$ cat src/rtl/traffic_light_ctrl.sv
// traffic_light_ctrl: round-robin RED/GREEN/YELLOW sequencer for NUM_DIR signal heads,
// with all-red clearance between directions and tick-strobed phase timers.
// Ports:
//   clk, reset      clock, synchronous active-high reset
//   tick            timer advance strobe (one clk wide)
//   hold            freezes phase, direction and timer while high
//   ped_req         pedestrian request (level or pulse)
//   light           3 bits per head, head d at [3d+2:3d]: RED=100 YELLOW=010 GREEN=001
//   dir_idx         index of the active direction
//   phase           00 ALL_RED, 01 GREEN, 10 YELLOW, 11 PED
//   walk            pedestrian walk indication
//   ped_pending     pedestrian request latched and not yet served
// Build option: define TL_PED_REQ_EN to compile in the pedestrian phase.
module traffic_light_ctrl #(
    parameter int NUM_DIR    = 2,
    parameter int CNT_W      = 16,
    parameter int GREEN_CYC  = 8,
    parameter int YELLOW_CYC = 3,
    parameter int ALLRED_CYC = 1,
    parameter int PED_CYC    = 4,
    localparam int DW = (NUM_DIR > 2) ? $clog2(NUM_DIR) : 1
) (
    input  logic                 clk,
    input  logic                 reset,
    input  logic                 tick,
    input  logic                 hold,
    input  logic                 ped_req,
    output logic [3*NUM_DIR-1:0] light,
    output logic [DW-1:0]        dir_idx,
    output logic [1:0]           phase,
    output logic                 walk,
    output logic                 ped_pending
);
    typedef enum logic [1:0] {
        ALL_RED = 2'b00,
        GREEN   = 2'b01,
        YELLOW  = 2'b10,
        PED     = 2'b11
    } phase_t;

    localparam logic [CNT_W-1:0] T_ALLRED = CNT_W'(ALLRED_CYC - 1);
    localparam logic [CNT_W-1:0] T_GREEN  = CNT_W'(GREEN_CYC - 1);
    localparam logic [CNT_W-1:0] T_YELLOW = CNT_W'(YELLOW_CYC - 1);
    localparam logic [DW-1:0]    LAST_DIR = DW'(NUM_DIR - 1);

    phase_t           phase_q, phase_d;
    logic [DW-1:0]    dir_q, dir_d, dir_inc;
    logic [CNT_W-1:0] timer_q, timer_d;
    logic             adv, done;

`ifdef TL_PED_REQ_EN
    localparam logic [CNT_W-1:0] T_PED = CNT_W'(PED_CYC - 1);
    logic ped_q, ped_go;
`endif

    assign adv     = tick && !hold;
    assign done    = adv && (timer_q == '0);
    assign dir_inc = (dir_q == LAST_DIR) ? '0 : dir_q + 1'b1;

    always_comb begin
        phase_d = phase_q;
        dir_d   = dir_q;
        timer_d = (adv && timer_q != '0) ? timer_q - 1'b1 : timer_q;
        case (phase_q)
            ALL_RED: if (done) begin
                phase_d = GREEN;
                timer_d = T_GREEN;
            end
            GREEN: if (done) begin
                phase_d = YELLOW;
                timer_d = T_YELLOW;
            end
`ifdef TL_PED_REQ_EN
            YELLOW: if (done && ped_q) begin
                phase_d = PED;
                timer_d = T_PED;
            end else if (done) begin
                phase_d = ALL_RED;
                dir_d   = dir_inc;
                timer_d = T_ALLRED;
            end
            PED: if (done) begin
                phase_d = ALL_RED;
                dir_d   = dir_inc;
                timer_d = T_ALLRED;
            end
`else
            YELLOW: if (done) begin
                phase_d = ALL_RED;
                dir_d   = dir_inc;
                timer_d = T_ALLRED;
            end
`endif
            // unreachable encodings fall back to clearance on the same direction
            default: begin
                phase_d = ALL_RED;
                timer_d = T_ALLRED;
            end
        endcase
    end

    always_ff @(posedge clk) begin
        if (reset) begin
            phase_q <= ALL_RED;
            dir_q   <= '0;
            timer_q <= T_ALLRED;
        end else begin
            phase_q <= phase_d;
            dir_q   <= dir_d;
            timer_q <= timer_d;
        end
    end

`ifdef TL_PED_REQ_EN
    // a request arriving in the very cycle PED is entered counts as served
    assign ped_go = (phase_q == YELLOW) && done && ped_q;

    always_ff @(posedge clk) begin
        if (reset || ped_go)
            ped_q <= 1'b0;
        else if (ped_req && phase_q != PED)
            ped_q <= 1'b1;
    end

    assign walk        = (phase_q == PED);
    assign ped_pending = ped_q;
`else
    logic unused_ped;
    assign unused_ped  = ped_req ^ (PED_CYC > 0);
    assign walk        = 1'b0;
    assign ped_pending = 1'b0;
`endif

    for (genvar d = 0; d < NUM_DIR; d++) begin : g_head
        localparam logic [DW-1:0] IDX = DW'(d);
        assign light[3*d +: 3] = (dir_q != IDX)      ? 3'b100 :
                                 (phase_q == GREEN)  ? 3'b001 :
                                 (phase_q == YELLOW) ? 3'b010 : 3'b100;
    end

    assign phase   = phase_q;
    assign dir_idx = dir_q;
endmodule

$ cat config.mk
export PLATFORM = sky130hd
export DESIGN_NAME = traffic_light_ctrl
export DESIGN_NICKNAME = d
export VERILOG_FILES = /design/src/rtl/traffic_light_ctrl.sv
export SDC_FILE = /design/constraint.sdc
export NUM_CORES = 1
export LEC_CHECK = 0
export ABC_AREA = 1
export BUFFER_PORTS_ARGS = -buffer_cell sky130_fd_sc_hd__buf_2
export CORE_MARGIN = 2
export CORE_UTILIZATION = 59
export DETAILED_ROUTE_END_ITERATION = 12
export GPL_TIMING_DRIVEN = 0
export PLACE_DENSITY = 0.91
export SYNTH_ARGS = -nofsm -noshare
export SYNTH_HDL_FRONTEND = slang
export SYNTH_SLANG_ARGS = --single-unit
$ cat constraint.sdc
create_clock -name clk -period 3.75 [get_ports clk]
set_clock_uncertainty 0.1 [all_clocks]
set_input_delay 0.375 -clock clk [delete_from_list [all_inputs] [get_ports clk]]
set_output_delay 0.375 -clock clk [all_outputs]
set_load 0.005 [all_outputs]
==> out/results.md <==
| Parameter | Value | Unit |
|---|---|---|
| Antenna violations before repair | 0 | - |
| Number of max-slew violations in the final report | 0 | - |
| Hold-critical path endpoint | phase[0] | - |
| Number of distinct library cells after synthesis | 28 | - |
| Max-capacitance violation count | 0 | - |
| Leakage component of the power | 0.731 | nW |
| Power share of the sequential group | 27.5 | % |
| Data required time of the critical path | 3.27 | ns |
| Net switching component of the power | 0.575 | mW |
| Insertion delay to the later sink of the worst-skew pair | 0.31 | ns |
| Filler cell count | 191 | - |
| Post-DP HPWL | 2.04 | mm |
| Dominant register cell in the synthesized netlist | sky130_fd_sc_hd__dfxtp_1 | - |
| FF+latch count, synth | 19 | - |
| Setup-failing EPs final | 0 | - |
| Setup bufs post-CTS | 0 | - |
| Syn Area/Cell | 6.58 | µm² |
| Combinational Power Share | 62.7 | % |
| Part of the cycle the worst path needs | 47.2 | % |
| Depth of the most critical reg-to-reg path | 8 | - |
| Buffers on Ports | 12 | - |
| Effective utilization at floorplan | 61.2 | % |
| Kind of capture point of the worst setup path | primary output | - |
| Worst flop-to-flop path endpoint | timer_q[12] | - |
| Reg2Reg Setup Slack | 2.11 | ns |
| Clock buffer count from CTS | 3 | - |
| DR DRC count | 0 | - |
| Hold WS | 0.156 | ns |
| Cell Area, Synth | 0.00132 | mm² |
| Wire length of the first global-routing pass | 4.53 | mm |
| Die Y | 51.2 | µm |
| Total number of clock tree sinks | 19 | - |
| Internal cell power | 0.540 | mW |
| Violation count after the first detailed-routing iteration | 30 | - |
| Number of buffers between clock root and the deepest sink | 2 | - |
| H-tree lvl count | 1 | - |
| YS warnings | 0 | - |
| Hold Violations, Final | 0 | - |
| Post-synthesis async set-or-reset flop share | 0 | % |
| Sort of element at the start of the critical path | register | - |
| Post-route ant nets | 0 | - |
| Clock transition at the register clock pins on the worst setup and hold paths after CTS | 0.12 | ns |
| Post-Synthesis Cells | 200 | - |
| TritonCTS clock tree | yes | - |
| Sequential-to-total area share from yosys stat | 28.9 | % |
| Horizontal extent of the die | 51.2 | µm |
| Tightest Hold Check Type | in2reg | - |
| Cell type contributing the most total cell area after synthesis | sky130_fd_sc_hd__dfxtp_1 | - |
| Count of inserted antenna diode cells | 0 | - |
| Hold buffer count at cts | 0 | - |
| Status | finished, final reports clean | - |
| Vias in the first global route | 1100 | - |
| Clock group share of total power | 9.8 | % |
| Number of vias per cell after detailed routing | 5.03 | - |
| WL final | 2.68 | mm |
| Total core area | 0.00215 | mm² |
| Maximum fanout count along the critical path | 5 | - |
| Dominant cells by area after synthesis | sky130_fd_sc_hd__dfxtp_1 (29%), sky130_fd_sc_hd__nand2_1 (16%), sky130_fd_sc_hd__nor2_1 (8.8%) | - |
| Total global routing track utilization | 22.5 | % |
| Kind of critical path | reg2out | - |
| Weighted congestion at the end of routability-driven global placement | 0.820 | - |
| Proportion of total power due to net switching | 51.6 | % |
| Hold path startpoint | reset | - |
| Largest net degree at the start of global routing | 11 | - |
| Reg2Reg Launch Point | timer_q[0] | - |
| Pre-antenna DRT Iters | 5 | - |
| Root buffer cell | sky130_fd_sc_hd__clkbuf_4 | - |
| Number of standard-cell rows in the floorplan | 17 | - |
| Via count of the routed design | 1232 | - |
| Setup repair after global routing missed its margin | no | - |
| Worst-case vdd ir drop | 0.000506 | V |
| Data arrival at the endpoint of the critical path | 1.30 | ns |
| Cells on Worst Hold Path | 2 | - |
| Fin crit period | 1.77 | ns |
| Number of enable-type register cells in the synthesized netlist | 0 | - |
| Fmax | 0.565 | GHz |
| PwrDens | 774 | mW/mm² |
| Final sum of negative setup slack | 0 | ns |
| Final net count | 229 | - |
| Floorplan die area | 0.00262 | mm² |
| Wire per inst | 11.0 | µm |
| Number of top-level pins | 16 | - |
| Share of Yosys cell area claimed by the top area cell type | 28.9 | % |
| Fraction of final layout cells with drive strength greater than 1 | 19.4 | % |
| Grt ovf | 0 | - |
| Cts repair resizes | 0 | - |
| Area added between synthesis and finish | 9.51 | % |
[cell usage after synthesis, types with 2 or more instances]
library cell              count
sky130_fd_sc_hd__a21oi_1      9
sky130_fd_sc_hd__and3_1       2
sky130_fd_sc_hd__buf_4        2
sky130_fd_sc_hd__dfxtp_1     19
sky130_fd_sc_hd__ha_1         6
sky130_fd_sc_hd__inv_1       28
sky130_fd_sc_hd__inv_2        3
sky130_fd_sc_hd__nand2_1     55
sky130_fd_sc_hd__nand2_2      4
sky130_fd_sc_hd__nand2_4      3
sky130_fd_sc_hd__nand3_1      9
sky130_fd_sc_hd__nand4_1      3
sky130_fd_sc_hd__nor2_1      31
sky130_fd_sc_hd__nor2_2       5
sky130_fd_sc_hd__nor2_4       2
sky130_fd_sc_hd__nor2_8       2
sky130_fd_sc_hd__nor3_1       3
sky130_fd_sc_hd__xor2_1       4
[metrics by stage]
| step | worst slack (ns) | area, µm² | instances | util (%) | power, mW |
|---|---|---|---|---|---|
| 6_report | 1.98 | 1440 | 245 | 67.0 | 1.12 |
| 2_1_floorplan | 2.33 | 1320 | 201 | - | 0.884 |
| 3_5_place_dp | 2.14 | 1410 | 241 | 65.8 | 1.00 |
| 5_1_grt | 1.86 | 1440 | 245 | 67.0 | 1.22 |
| 3_3_place_gp | 2.19 | 1410 | 241 | 65.8 | 0.977 |
| 4_1_cts | 1.98 | 1440 | 245 | 67.0 | 1.11 |
[flip-flops by register name, summed over array words and instances (netlist names)]
signal	flops
dir_idx	1
phase	2
timer_q	16
[power by group through the flow]
stage	clock network [mW]	logic (mW)	registers [mW]
CTS	0.110	0.697	0.305
finish	0.109	0.700	0.306
detailed placement	0	0.693	0.309
global placement	0	0.669	0.308
floorplan	0	0.586	0.298
global route	0.116	0.789	0.312
[cells by family after synthesis]
group | Yosys count | synth area share, %
xor+xnor | 4 | 2.66
fa+ha+maj | 6 | 5.71
other cells | 1 | 0.285
compound gates | 12 | 4.85
flops | 19 | 28.9
buf+inv | 36 | 11.6
simple gates | 122 | 46.0
[routing by layer]
metal / GRT usage, % / share of wire (%) / vias up
met5: 0 / 0 / -
met4: 7.89 / 1.9 / 0
met3: 2.92 / 3.9 / 9
met2: 41.8 / 50 / 39
met1: 26.3 / 44 / 547
li1: - / - / 637
[critical path: stages, from the launching register on]
cell and delay (ns):
sky130_fd_sc_hd__dfxtp_1 0.40, sky130_fd_sc_hd__inv_1 0.09, sky130_fd_sc_hd__ha_1 0.26, sky130_fd_sc_hd__nand2_1 0.09, sky130_fd_sc_hd__inv_1 0.04, sky130_fd_sc_hd__buf_2 0.11
[area by class of cell]
class	count	area, µm²	share of cell area, %
multi-input combinational	146	786	54.6
sequential	19	380	26.4
inverter	32	123	8.51
timing repair buffer	12	60.1	4.17
tap	28	35.0	2.43
buffer	4	30.0	2.09
clock buffer	4	26.3	1.82
[how the worst max path moves through the flow]
| stage | slack [ns] | startpoint | depth (start not counted) | end |
|---|---|---|---|---|
| CTS | 1.98 | phase[1] | 4 | light[5] |
| global route | 1.86 | phase[0] | 5 | light[4] |
| detailed placement | 2.14 | timer_q[0] | 8 | timer_q[14] |
| floorplan | 2.33 | phase[0] | 7 | timer_q[7] |
| global placement | 2.19 | hold | 8 | timer_q[14] |
| finish | 1.98 | phase[0] | 5 | light[4] |
[placed cells by master, fill, tap and decap left out, types with 2 or more instances in the layout]
cell and count:
sky130_fd_sc_hd__nor3_1 3, sky130_fd_sc_hd__clkbuf_4 3, sky130_fd_sc_hd__conb_1 2, sky130_fd_sc_hd__clkbuf_1 2
sky130_fd_sc_hd__inv_1 28, sky130_fd_sc_hd__xor2_1 4, sky130_fd_sc_hd__a21oi_1 9, sky130_fd_sc_hd__nor2_2 5
sky130_fd_sc_hd__buf_4 2, sky130_fd_sc_hd__nand2_4 3, sky130_fd_sc_hd__nor2_4 2, sky130_fd_sc_hd__nor2_8 2
sky130_fd_sc_hd__ha_1 6, sky130_fd_sc_hd__dfxtp_1 19, sky130_fd_sc_hd__nand3_1 9, sky130_fd_sc_hd__buf_2 12
sky130_fd_sc_hd__nand2_1 55, sky130_fd_sc_hd__inv_2 3, sky130_fd_sc_hd__nand4_1 3, sky130_fd_sc_hd__and3_1 2
sky130_fd_sc_hd__nand2_2 4, sky130_fd_sc_hd__nor2_1 31
No activity file was read; power rests on OpenSTA's default activity.
